--- src/rtl/tile_dispatcher_if.sv ---
// Pixel/decision inputs plus the two tile output streams of tile_dispatcher.
// slave is the dispatcher's view; master is the view of whoever drives it.
interface tile_dispatcher_if #(
    parameter int PIX_W = 8
);
    logic [PIX_W-1:0] iData;
    logic             iValid;
    logic             iRouteToCnn;
    logic             iDecisionValid;

    logic [PIX_W-1:0] oCnnData;
    logic             oCnnValid;
    logic             oCnnLast;
    logic             iCnnReady;

    logic [PIX_W-1:0] oSnnData;
    logic             oSnnValid;
    logic             oSnnLast;
    logic             iSnnReady;

    modport slave (
        input  iData, iValid, iRouteToCnn, iDecisionValid, iCnnReady, iSnnReady,
        output oCnnData, oCnnValid, oCnnLast, oSnnData, oSnnValid, oSnnLast
    );

    modport master (
        output iData, iValid, iRouteToCnn, iDecisionValid, iCnnReady, iSnnReady,
        input  oCnnData, oCnnValid, oCnnLast, oSnnData, oSnnValid, oSnnLast
    );
endinterface

--- src/rtl/tile_dispatcher.sv ---
// Two-bank tile buffer: routes each completed tile to the CNN or SNN stream once decided; first beat 2 cycles after the decision when idle.
// Output stalls on the selected sink's ready; the pixel input is never backpressured, so tiles with no free bank are dropped.
module tile_dispatcher #(
    parameter int TILE_WIDTH = 16,
    parameter int PIX_W      = 8,
    parameter int CNT_W      = 16
) (
    input  logic             iClk,
    input  logic             iRst,
    tile_dispatcher_if.slave bus,
    output logic [CNT_W-1:0] oCnnTiles,
    output logic [CNT_W-1:0] oSnnTiles,
    output logic             oOverflow,
    output logic             oProtoErr
);
    localparam int TILE_PIX = TILE_WIDTH * TILE_WIDTH;
    localparam int IDX_W    = $clog2(TILE_PIX);
    localparam logic [IDX_W-1:0] LAST_IDX = IDX_W'(TILE_PIX - 1);

    typedef enum logic [2:0] {B_FREE, B_FILLING, B_PENDING, B_READY, B_DRAINING} bank_st_t;
    typedef enum logic [1:0] {RD_IDLE, RD_PRIME, RD_STREAM} rd_st_t;

    logic [PIX_W-1:0] r_mem [2][TILE_PIX];
    bank_st_t         r_bank_st    [2];
    logic             r_bank_route [2];

    logic [IDX_W-1:0] r_wr_idx;
    logic             r_wr_bank;
    logic             r_wr_drop;

    // Completed tiles awaiting a decision, oldest first; phantom entries stand for dropped tiles.
    logic             r_pq_ph   [3];
    logic             r_pq_bank [3];
    logic [1:0]       r_pq_cnt;

    // Decided banks in drain order.
    logic             r_dq_bank [2];
    logic [1:0]       r_dq_cnt;

    rd_st_t           r_rd_st;
    rd_st_t           w_rd_nxt;
    logic [IDX_W-1:0] r_beat;
    logic [PIX_W-1:0] r_rd_dat;
    logic             r_rd_route;
    logic [CNT_W-1:0] r_cnn_cnt;
    logic [CNT_W-1:0] r_snn_cnt;
    logic             r_ovf;
    logic             r_proto;

    logic             w_out_vld;
    logic             w_out_rdy;
    logic             w_hs;
    logic             w_last;
    logic             w_done;
    logic             w_drain_bank;
    logic [1:0]       w_free;
    logic             w_px0;
    logic             w_pxl;
    logic             w_claim_ok;
    logic             w_claim_bank;
    logic             w_cur_drop;
    logic             w_cur_bank;
    logic             w_wr_en;
    logic             w_pq_pop;
    logic             w_pq_push;
    logic [1:0]       w_pq_widx;
    logic             w_dec_real;
    logic             w_dec_bank;
    logic             w_dq_widx;
    logic [IDX_W-1:0] w_beat_nxt;

    assign w_out_vld    = (r_rd_st == RD_STREAM);
    assign w_out_rdy    = r_rd_route ? bus.iCnnReady : bus.iSnnReady;
    assign w_hs         = w_out_vld && w_out_rdy;
    assign w_last       = (r_beat == LAST_IDX);
    assign w_done       = w_hs && w_last;
    assign w_drain_bank = r_dq_bank[0];
    assign w_beat_nxt   = r_beat + 1'b1;

    // A bank released by this cycle's final beat can already take a new tile.
    assign w_free[0]    = (r_bank_st[0] == B_FREE) || (w_done && !w_drain_bank);
    assign w_free[1]    = (r_bank_st[1] == B_FREE) || (w_done && w_drain_bank);

    assign w_px0        = bus.iValid && (r_wr_idx == '0);
    assign w_pxl        = bus.iValid && (r_wr_idx == LAST_IDX);
    assign w_claim_ok   = w_free[0] || w_free[1];
    assign w_claim_bank = !w_free[0];
    assign w_cur_drop   = w_px0 ? !w_claim_ok : r_wr_drop;
    assign w_cur_bank   = w_px0 ? w_claim_bank : r_wr_bank;
    assign w_wr_en      = bus.iValid && !w_cur_drop;

    assign w_pq_pop     = bus.iDecisionValid && (r_pq_cnt != 2'd0);
    assign w_pq_push    = w_pxl && ((r_pq_cnt != 2'd3) || w_pq_pop);
    assign w_pq_widx    = r_pq_cnt - {1'b0, w_pq_pop};
    assign w_dec_real   = w_pq_pop && !r_pq_ph[0];
    assign w_dec_bank   = r_pq_bank[0];
    assign w_dq_widx    = r_dq_cnt[0] && !w_done;

    always_ff @(posedge iClk) begin
        if (!iRst) begin
            r_rd_st <= RD_IDLE;
        end else begin
            r_rd_st <= w_rd_nxt;
        end
    end

    always_comb begin
        w_rd_nxt = r_rd_st;
        case (r_rd_st)
            RD_IDLE:   if (r_dq_cnt != 2'd0) w_rd_nxt = RD_PRIME;
            RD_PRIME:  w_rd_nxt = RD_STREAM;
            RD_STREAM: if (w_done) w_rd_nxt = (r_dq_cnt > 2'd1) ? RD_PRIME : RD_IDLE;
            default:   w_rd_nxt = RD_IDLE;
        endcase
    end

    always_ff @(posedge iClk) begin
        if (iRst && w_wr_en) begin
            r_mem[w_cur_bank][r_wr_idx] <= bus.iData;
        end
    end

    always_ff @(posedge iClk) begin
        if (!iRst) begin
            r_wr_idx   <= '0;
            r_wr_bank  <= 1'b0;
            r_wr_drop  <= 1'b0;
            r_pq_cnt   <= '0;
            r_dq_cnt   <= '0;
            r_beat     <= '0;
            r_rd_dat   <= '0;
            r_rd_route <= 1'b0;
            r_cnn_cnt  <= '0;
            r_snn_cnt  <= '0;
            r_ovf      <= 1'b0;
            r_proto    <= 1'b0;
            for (int b = 0; b < 2; b++) begin
                r_bank_st[b]    <= B_FREE;
                r_bank_route[b] <= 1'b0;
                r_dq_bank[b]    <= 1'b0;
            end
            for (int e = 0; e < 3; e++) begin
                r_pq_ph[e]   <= 1'b0;
                r_pq_bank[e] <= 1'b0;
            end
        end else begin
            if (bus.iValid) begin
                r_wr_idx <= w_pxl ? '0 : r_wr_idx + 1'b1;
            end
            if (w_px0) begin
                r_wr_bank <= w_claim_bank;
                r_wr_drop <= !w_claim_ok;
            end
            if (w_px0 && !w_claim_ok) r_ovf <= 1'b1;
            if (bus.iDecisionValid && (r_pq_cnt == 2'd0)) r_proto <= 1'b1;

            // Later assignments win: a bank freed and reclaimed in one cycle ends up FILLING.
            if (r_rd_st == RD_PRIME) r_bank_st[w_drain_bank] <= B_DRAINING;
            if (w_done) r_bank_st[w_drain_bank] <= B_FREE;
            if (w_dec_real) begin
                r_bank_st[w_dec_bank]    <= B_READY;
                r_bank_route[w_dec_bank] <= bus.iRouteToCnn;
            end
            if (w_wr_en && w_px0) r_bank_st[w_cur_bank] <= B_FILLING;
            if (w_wr_en && w_pxl) r_bank_st[w_cur_bank] <= B_PENDING;

            if (w_pq_pop) begin
                r_pq_ph[0]   <= r_pq_ph[1];
                r_pq_bank[0] <= r_pq_bank[1];
                r_pq_ph[1]   <= r_pq_ph[2];
                r_pq_bank[1] <= r_pq_bank[2];
            end
            if (w_pq_push) begin
                r_pq_ph[w_pq_widx]   <= w_cur_drop;
                r_pq_bank[w_pq_widx] <= w_cur_bank;
            end
            r_pq_cnt <= r_pq_cnt + {1'b0, w_pq_push} - {1'b0, w_pq_pop};

            if (w_done) r_dq_bank[0] <= r_dq_bank[1];
            if (w_dec_real) r_dq_bank[w_dq_widx] <= w_dec_bank;
            r_dq_cnt <= r_dq_cnt + {1'b0, w_dec_real} - {1'b0, w_done};

            case (r_rd_st)
                RD_PRIME: begin
                    r_rd_dat   <= r_mem[w_drain_bank][0];
                    r_beat     <= '0;
                    r_rd_route <= r_bank_route[w_drain_bank];
                end
                RD_STREAM: begin
                    if (w_hs && !w_last) begin
                        r_rd_dat <= r_mem[w_drain_bank][w_beat_nxt];
                        r_beat   <= w_beat_nxt;
                    end
                end
                default: ;
            endcase

            if (w_done) begin
                if (r_rd_route) r_cnn_cnt <= r_cnn_cnt + 1'b1;
                else            r_snn_cnt <= r_snn_cnt + 1'b1;
            end
        end
    end

    assign bus.oCnnValid = w_out_vld && r_rd_route;
    assign bus.oSnnValid = w_out_vld && !r_rd_route;
    assign bus.oCnnData  = bus.oCnnValid ? r_rd_dat : '0;
    assign bus.oSnnData  = bus.oSnnValid ? r_rd_dat : '0;
    assign bus.oCnnLast  = bus.oCnnValid && w_last;
    assign bus.oSnnLast  = bus.oSnnValid && w_last;

    assign oCnnTiles = r_cnn_cnt;
    assign oSnnTiles = r_snn_cnt;
    assign oOverflow = r_ovf;
    assign oProtoErr = r_proto;
endmodule

--- src/flat_wrapper.sv ---
// flat-port wrapper written by rule: the top's interface ports become plain ports
module tile_dispatcher_flat 
#(
    parameter int TILE_WIDTH = 16,
    parameter int PIX_W      = 8,
    parameter int CNT_W      = 16
)
  (iClk, iRst, oCnnTiles, oSnnTiles, oOverflow, oProtoErr, bus_iData, bus_iValid, bus_iRouteToCnn, bus_iDecisionValid, bus_iCnnReady, bus_iSnnReady, bus_oCnnData, bus_oCnnValid, bus_oCnnLast, bus_oSnnData, bus_oSnnValid, bus_oSnnLast);
  tile_dispatcher_if #(.PIX_W(PIX_W)) bus_i ();
  input  logic iClk;
  input  logic iRst;
  output logic [CNT_W-1:0] oCnnTiles;
  output logic [CNT_W-1:0] oSnnTiles;
  output logic oOverflow;
  output logic oProtoErr;
  input wire logic [$bits(bus_i.iData)-1:0] bus_iData;
  input wire logic [$bits(bus_i.iValid)-1:0] bus_iValid;
  input wire logic [$bits(bus_i.iRouteToCnn)-1:0] bus_iRouteToCnn;
  input wire logic [$bits(bus_i.iDecisionValid)-1:0] bus_iDecisionValid;
  input wire logic [$bits(bus_i.iCnnReady)-1:0] bus_iCnnReady;
  input wire logic [$bits(bus_i.iSnnReady)-1:0] bus_iSnnReady;
  output wire logic [$bits(bus_i.oCnnData)-1:0] bus_oCnnData;
  output wire logic [$bits(bus_i.oCnnValid)-1:0] bus_oCnnValid;
  output wire logic [$bits(bus_i.oCnnLast)-1:0] bus_oCnnLast;
  output wire logic [$bits(bus_i.oSnnData)-1:0] bus_oSnnData;
  output wire logic [$bits(bus_i.oSnnValid)-1:0] bus_oSnnValid;
  output wire logic [$bits(bus_i.oSnnLast)-1:0] bus_oSnnLast;
  assign bus_i.iData = bus_iData;
  assign bus_i.iValid = bus_iValid;
  assign bus_i.iRouteToCnn = bus_iRouteToCnn;
  assign bus_i.iDecisionValid = bus_iDecisionValid;
  assign bus_i.iCnnReady = bus_iCnnReady;
  assign bus_i.iSnnReady = bus_iSnnReady;
  assign bus_oCnnData = bus_i.oCnnData;
  assign bus_oCnnValid = bus_i.oCnnValid;
  assign bus_oCnnLast = bus_i.oCnnLast;
  assign bus_oSnnData = bus_i.oSnnData;
  assign bus_oSnnValid = bus_i.oSnnValid;
  assign bus_oSnnLast = bus_i.oSnnLast;
  tile_dispatcher #(.TILE_WIDTH(TILE_WIDTH), .PIX_W(PIX_W), .CNT_W(CNT_W)) u_core (.iClk(iClk), .iRst(iRst), .bus(bus_i), .oCnnTiles(oCnnTiles), .oSnnTiles(oSnnTiles), .oOverflow(oOverflow), .oProtoErr(oProtoErr));
endmodule
--- config.mk ---
export PLATFORM = sky130hd
export DESIGN_NAME = tile_dispatcher_flat
export DESIGN_NICKNAME = d
export VERILOG_FILES = /design/src/rtl/tile_dispatcher_if.sv /design/src/rtl/tile_dispatcher.sv /design/src/flat_wrapper.sv
export SDC_FILE = /design/constraint.sdc
export NUM_CORES = 2
export LEC_CHECK = 0
export CORE_ASPECT_RATIO = 1.2
export CORE_MARGIN = 2
export CORE_UTILIZATION = 61
export DETAILED_ROUTE_END_ITERATION = 7
export PLACE_DENSITY = 0.74
export SETUP_SLACK_MARGIN = 0.1
export SLEW_MARGIN = 20
export SYNTH_ARGS = -nofsm -noshare
export SYNTH_HDL_FRONTEND = slang
export SYNTH_MEMORY_MAX_BITS = 65536
export SYNTH_SLANG_ARGS = --single-unit
--- constraint.sdc ---
create_clock -name iClk -period 4.45 [get_ports iClk]
set_input_delay 0.89 -clock iClk [delete_from_list [all_inputs] [get_ports iClk]]
set_output_delay 0.89 -clock iClk [all_outputs]
set_load 0.02 [all_outputs]
==> run_results.csv <==
group,metric,value,unit
floorplanning,die_area,275000,um^2
layout,area_growth,12.5,%
sta,tightest_slew,1.21,ns
critical_path,worstPathArrival,5.09,ns
sta,fin_setup_tns,0,ns
sta,hold_viol_final,0,
sta,layout_min_cycle_time,4.32,ns
layout,drive_gt1_share,23.3,%
drt,dr_total_vias,87400,
yosys,yosysWarnings,0,
drt,post_drt_wl_per_cell,34.4,um
yosys,syn_area,165000,um^2
clocking,h-tree-depth,5,
floorplanning,initial_utilization,61.2,%
hold_path,hold_class,"primary input to flop",
power_and_ir_drop,ir_drop,0.305,mV
critical_path,rr_startpoint,"u_core.r_beat[0]$_SDFFE_PN0P_",
drt,drc,0,
sta,fin_ws,0.128,ns
sta,post-route-period-util,97.1,%
placed_design,place.gp.congestion,0.949,
drt,drtPass1Iterations,7,
sta,fmax,231,MHz
clocking,numCtsBuffers,376,
yosys,synth_seq_cells,4179,
sta,slew_violations,0,
clocking,root_buffer,"clkbuf_16",
sta,setup_violations,0,
power_and_ir_drop,power.density,439,nW/um^2
floorplanning,boundaryPins,69,
yosys,seq_area_frac_synth,75.5,%
drt,wirelength,438,mm
placed_design,dp_hpwl,275,mm
global_routing,grt_max_degree,138,
layout,final_core_util,68.9,%
hold_path,hp-start,"bus_iData[2]",
layout,layout.nets,8852,
clocking,insertion_delay,0.91,ns
power_and_ir_drop,p_leak,0.0567,uW
global_routing,grt.overflow.total,0,
yosys,syn_avg_cell_area,20.0,um^2
global_routing,grt_pass1_wl,627,mm
run,drv_cap,0,
critical_path,cp.required,5.22,ns
yosys,synthTopCellsByArea,"edfxtp_1 (75%), mux4_2 (11%), mux2i_1 (2.9%)",
floorplanning,fp.coreArea,270000,um^2
critical_path,critical_path.startpoint,"u_core.r_beat[0]$_SDFFE_PN0P_",
floorplanning,die_width,479,um
clocking,clk_pin_slew,0.06,ns
clocking,clk_path_buf_depth,4,
floorplanning,die_h,574,um
critical_path,endpoint_kind,"flop",
sta,rsz0062_at_grt,"false",
yosys,ys.flop_type,"edfxtp_1",
placed_design,port_buffers,68,
drt,drtIter0Drc,12800,
floorplanning,rows,209,
global_routing,grt_pass1_vias,87300,
critical_path,crit_type,"flop to flop",
clocking,cts.sinks,4179,
placed_design,dpl_worst_slack,-0.0200,ns
global_routing,antenna_found_initial,17,
yosys,syn_nets,8261,
critical_path,crit_fanout,27,
yosys,synth_top_area_share,74.6,%
drt,ant_nets,0,
sta,fin_skew,0.0354,ns
yosys,synth_edf_count,4100,
yosys,synth-async-reset-ratio,0,%
yosys,netlist_instances,8234,
outcome,status,"finished clean",
global_routing,grt_use_total,31.8,%
clocking,cts_tree,"built",
drt,viasPerCell,6.88,
sta,relSlewSlack,19.1,%
yosys,synth_cell_types,100,
yosys,synth_top_area_cell,"edfxtp_1",
power_and_ir_drop,power,81500,uW
critical_path,start_kind,"flop",
[metal layers]
layer,global-route usage (%),part of all wire [%],vias to the layer above
met5,0,0.021,-
met4,15.3,5.9,16
met3,6.98,11,1110
met2,49.8,47,6245
met1,43.1,35,45000
li1,-,-,35000
[synth_stat cells, types with 39 or more instances]
cell type	count
dfxtp_1	79
a211oi_1	49
and2_1	39
edfxtp_1	4100
o22ai_1	99
nand3_1	100
buf_2	130
o21ai_0	59
mux2i_1	482
buf_6	81
mux4_1	49
o221ai_1	147
mux4_2	837
a21oi_1	160
buf_4	67
nand2_1	354
nor3_1	57
nor2_1	652
clkbuf_1	159
[cell type report]
type	count	area, um^2
Timing Repair Buffer	732	7310
Inverter	14	57.6
Tap cell	3587	4490
Sequential cell	4179	125000
Fill cell	16100	83900
Multi-Input combinational cell	3522	37000
Clock buffer	458	10000
Clock inverter	212	2120
Antenna cell	7	17.5
[worst paths after layout]
check                           slack, ns  cells after the start                              end
worst max-delay path                 0.13                     14  u_core.r_rd_dat[0]$_SDFFE_PN0P_
worst max register to register       0.13                     14  u_core.r_rd_dat[0]$_SDFFE_PN0P_
worst min-delay path                 0.44                      1   u_core.r_mem[1][266]$_DFFE_PP_
worst min register to register       0.46                      2   u_core.r_bank_route[1]$_DFF_P_
[worst max-delay path, stage by stage (launching register included)]
cell and delay, ns:
dfxtp_4 0.38, buf_4 0.19, buf_4 0.43, buf_4 0.38
mux4_1 0.33, and2_1 0.18, a2111oi_1 0.84, buf_4 0.23
a211oi_1 0.05, buf_4 0.19, o21ai_0 0.34, o32ai_1 0.18
buf_4 0.19, o2111ai_1 0.08, o2111ai_1 0.15
[logic make-up (layout without fill, tap and decap cells)]
kind of cell    count (synthesis)  in the layout  share of synthesized area, %
compound gates                720            720                          3.09
xor+xnor                       46             46                         0.269
fa+ha+maj                      12             12                        0.0910
buf+inv                       533           1416                          2.23
flops                        4179           4179                          75.5
mux                          1374           1374                          15.2
other cells                     0              7                             0
simple gates                 1370           1370                          3.61
[repair_timing]
action	4_1_cts	5_1_grt
setup buffers	2	0
gates resized for setup	5	2
hold buffers	0	0
cloned	0	0
setup endpoints to repair	4	2
[metrics by stage]
stage / cell area [um^2] / instances / hold slack (ns)
2_1_floorplan: 165000 / 8234 / 0.436
4_1_cts: 186000 / 12700 / 0.396
6_report: 186000 / 12700 / 0.438
5_1_grt: 186000 / 12700 / 0.428
3_3_place_gp: 173000 / 12000 / 0.442
3_5_place_dp: 173000 / 12000 / 0.451
[registers in the layout, summed over array words and instances, names as in the netlist]
register and flops:
u_core.oSnnTiles 16, u_core.r_mem 4096, u_core.r_rd_route 1, u_core.oProtoErr 1
u_core.r_wr_drop 1, u_core.r_bank_route 2, u_core.r_rd_st 2, u_core.oCnnTiles 16
u_core.r_pq_cnt 2, u_core.oOverflow 1, u_core.r_pq_bank 3, u_core.r_wr_idx 8
u_core.r_wr_bank 1, u_core.r_dq_bank 2, u_core.r_rd_dat 8, u_core.r_bank_st 6
u_core.r_beat 8, u_core.r_pq_ph 3, u_core.r_dq_cnt 2
[cell usage in the layout (no fill, tap or decap), types with 15 or more instances in the layout]
| cell | netlist | routed |
|---|---|---|
| edfxtp_1 | 4100 | 4100 |
| mux4_2 | 837 | 837 |
| nor2_1 | 652 | 651 |
| buf_4 | 67 | 536 |
| mux2i_1 | 482 | 482 |
| clkbuf_16 | 0 | 387 |
| nand2_1 | 354 | 337 |
| a21oi_1 | 160 | 160 |
| o221ai_1 | 147 | 147 |
| buf_12 | 11 | 128 |
| nand3_1 | 100 | 99 |
| o22ai_1 | 99 | 99 |
| clkinv_1 | 1 | 74 |
| dfxtp_1 | 79 | 74 |
| clkbuf_1 | 159 | 66 |
| clkinv_2 | 0 | 65 |
| clkdlybuf4s50_1 | 0 | 60 |
| o21ai_0 | 59 | 57 |
| nor3_1 | 57 | 55 |
| mux4_1 | 49 | 49 |
| a211oi_1 | 49 | 49 |
| bufinv_16 | 0 | 40 |
| and2_1 | 39 | 39 |
| and3_1 | 35 | 35 |
| a31oi_1 | 37 | 34 |
| nor2b_1 | 28 | 28 |
| xor2_1 | 29 | 28 |
| nand4_1 | 26 | 26 |
| o211ai_1 | 24 | 24 |
| clkinvlp_4 | 0 | 17 |
| a32oi_1 | 15 | 15 |
[power by group]
group	internal (uW)	switching, uW
logic	2480	3400
registers	43200	56.5
clock network	18300	14000
total	64000	17500
Power figures use the tool's default switching activity.
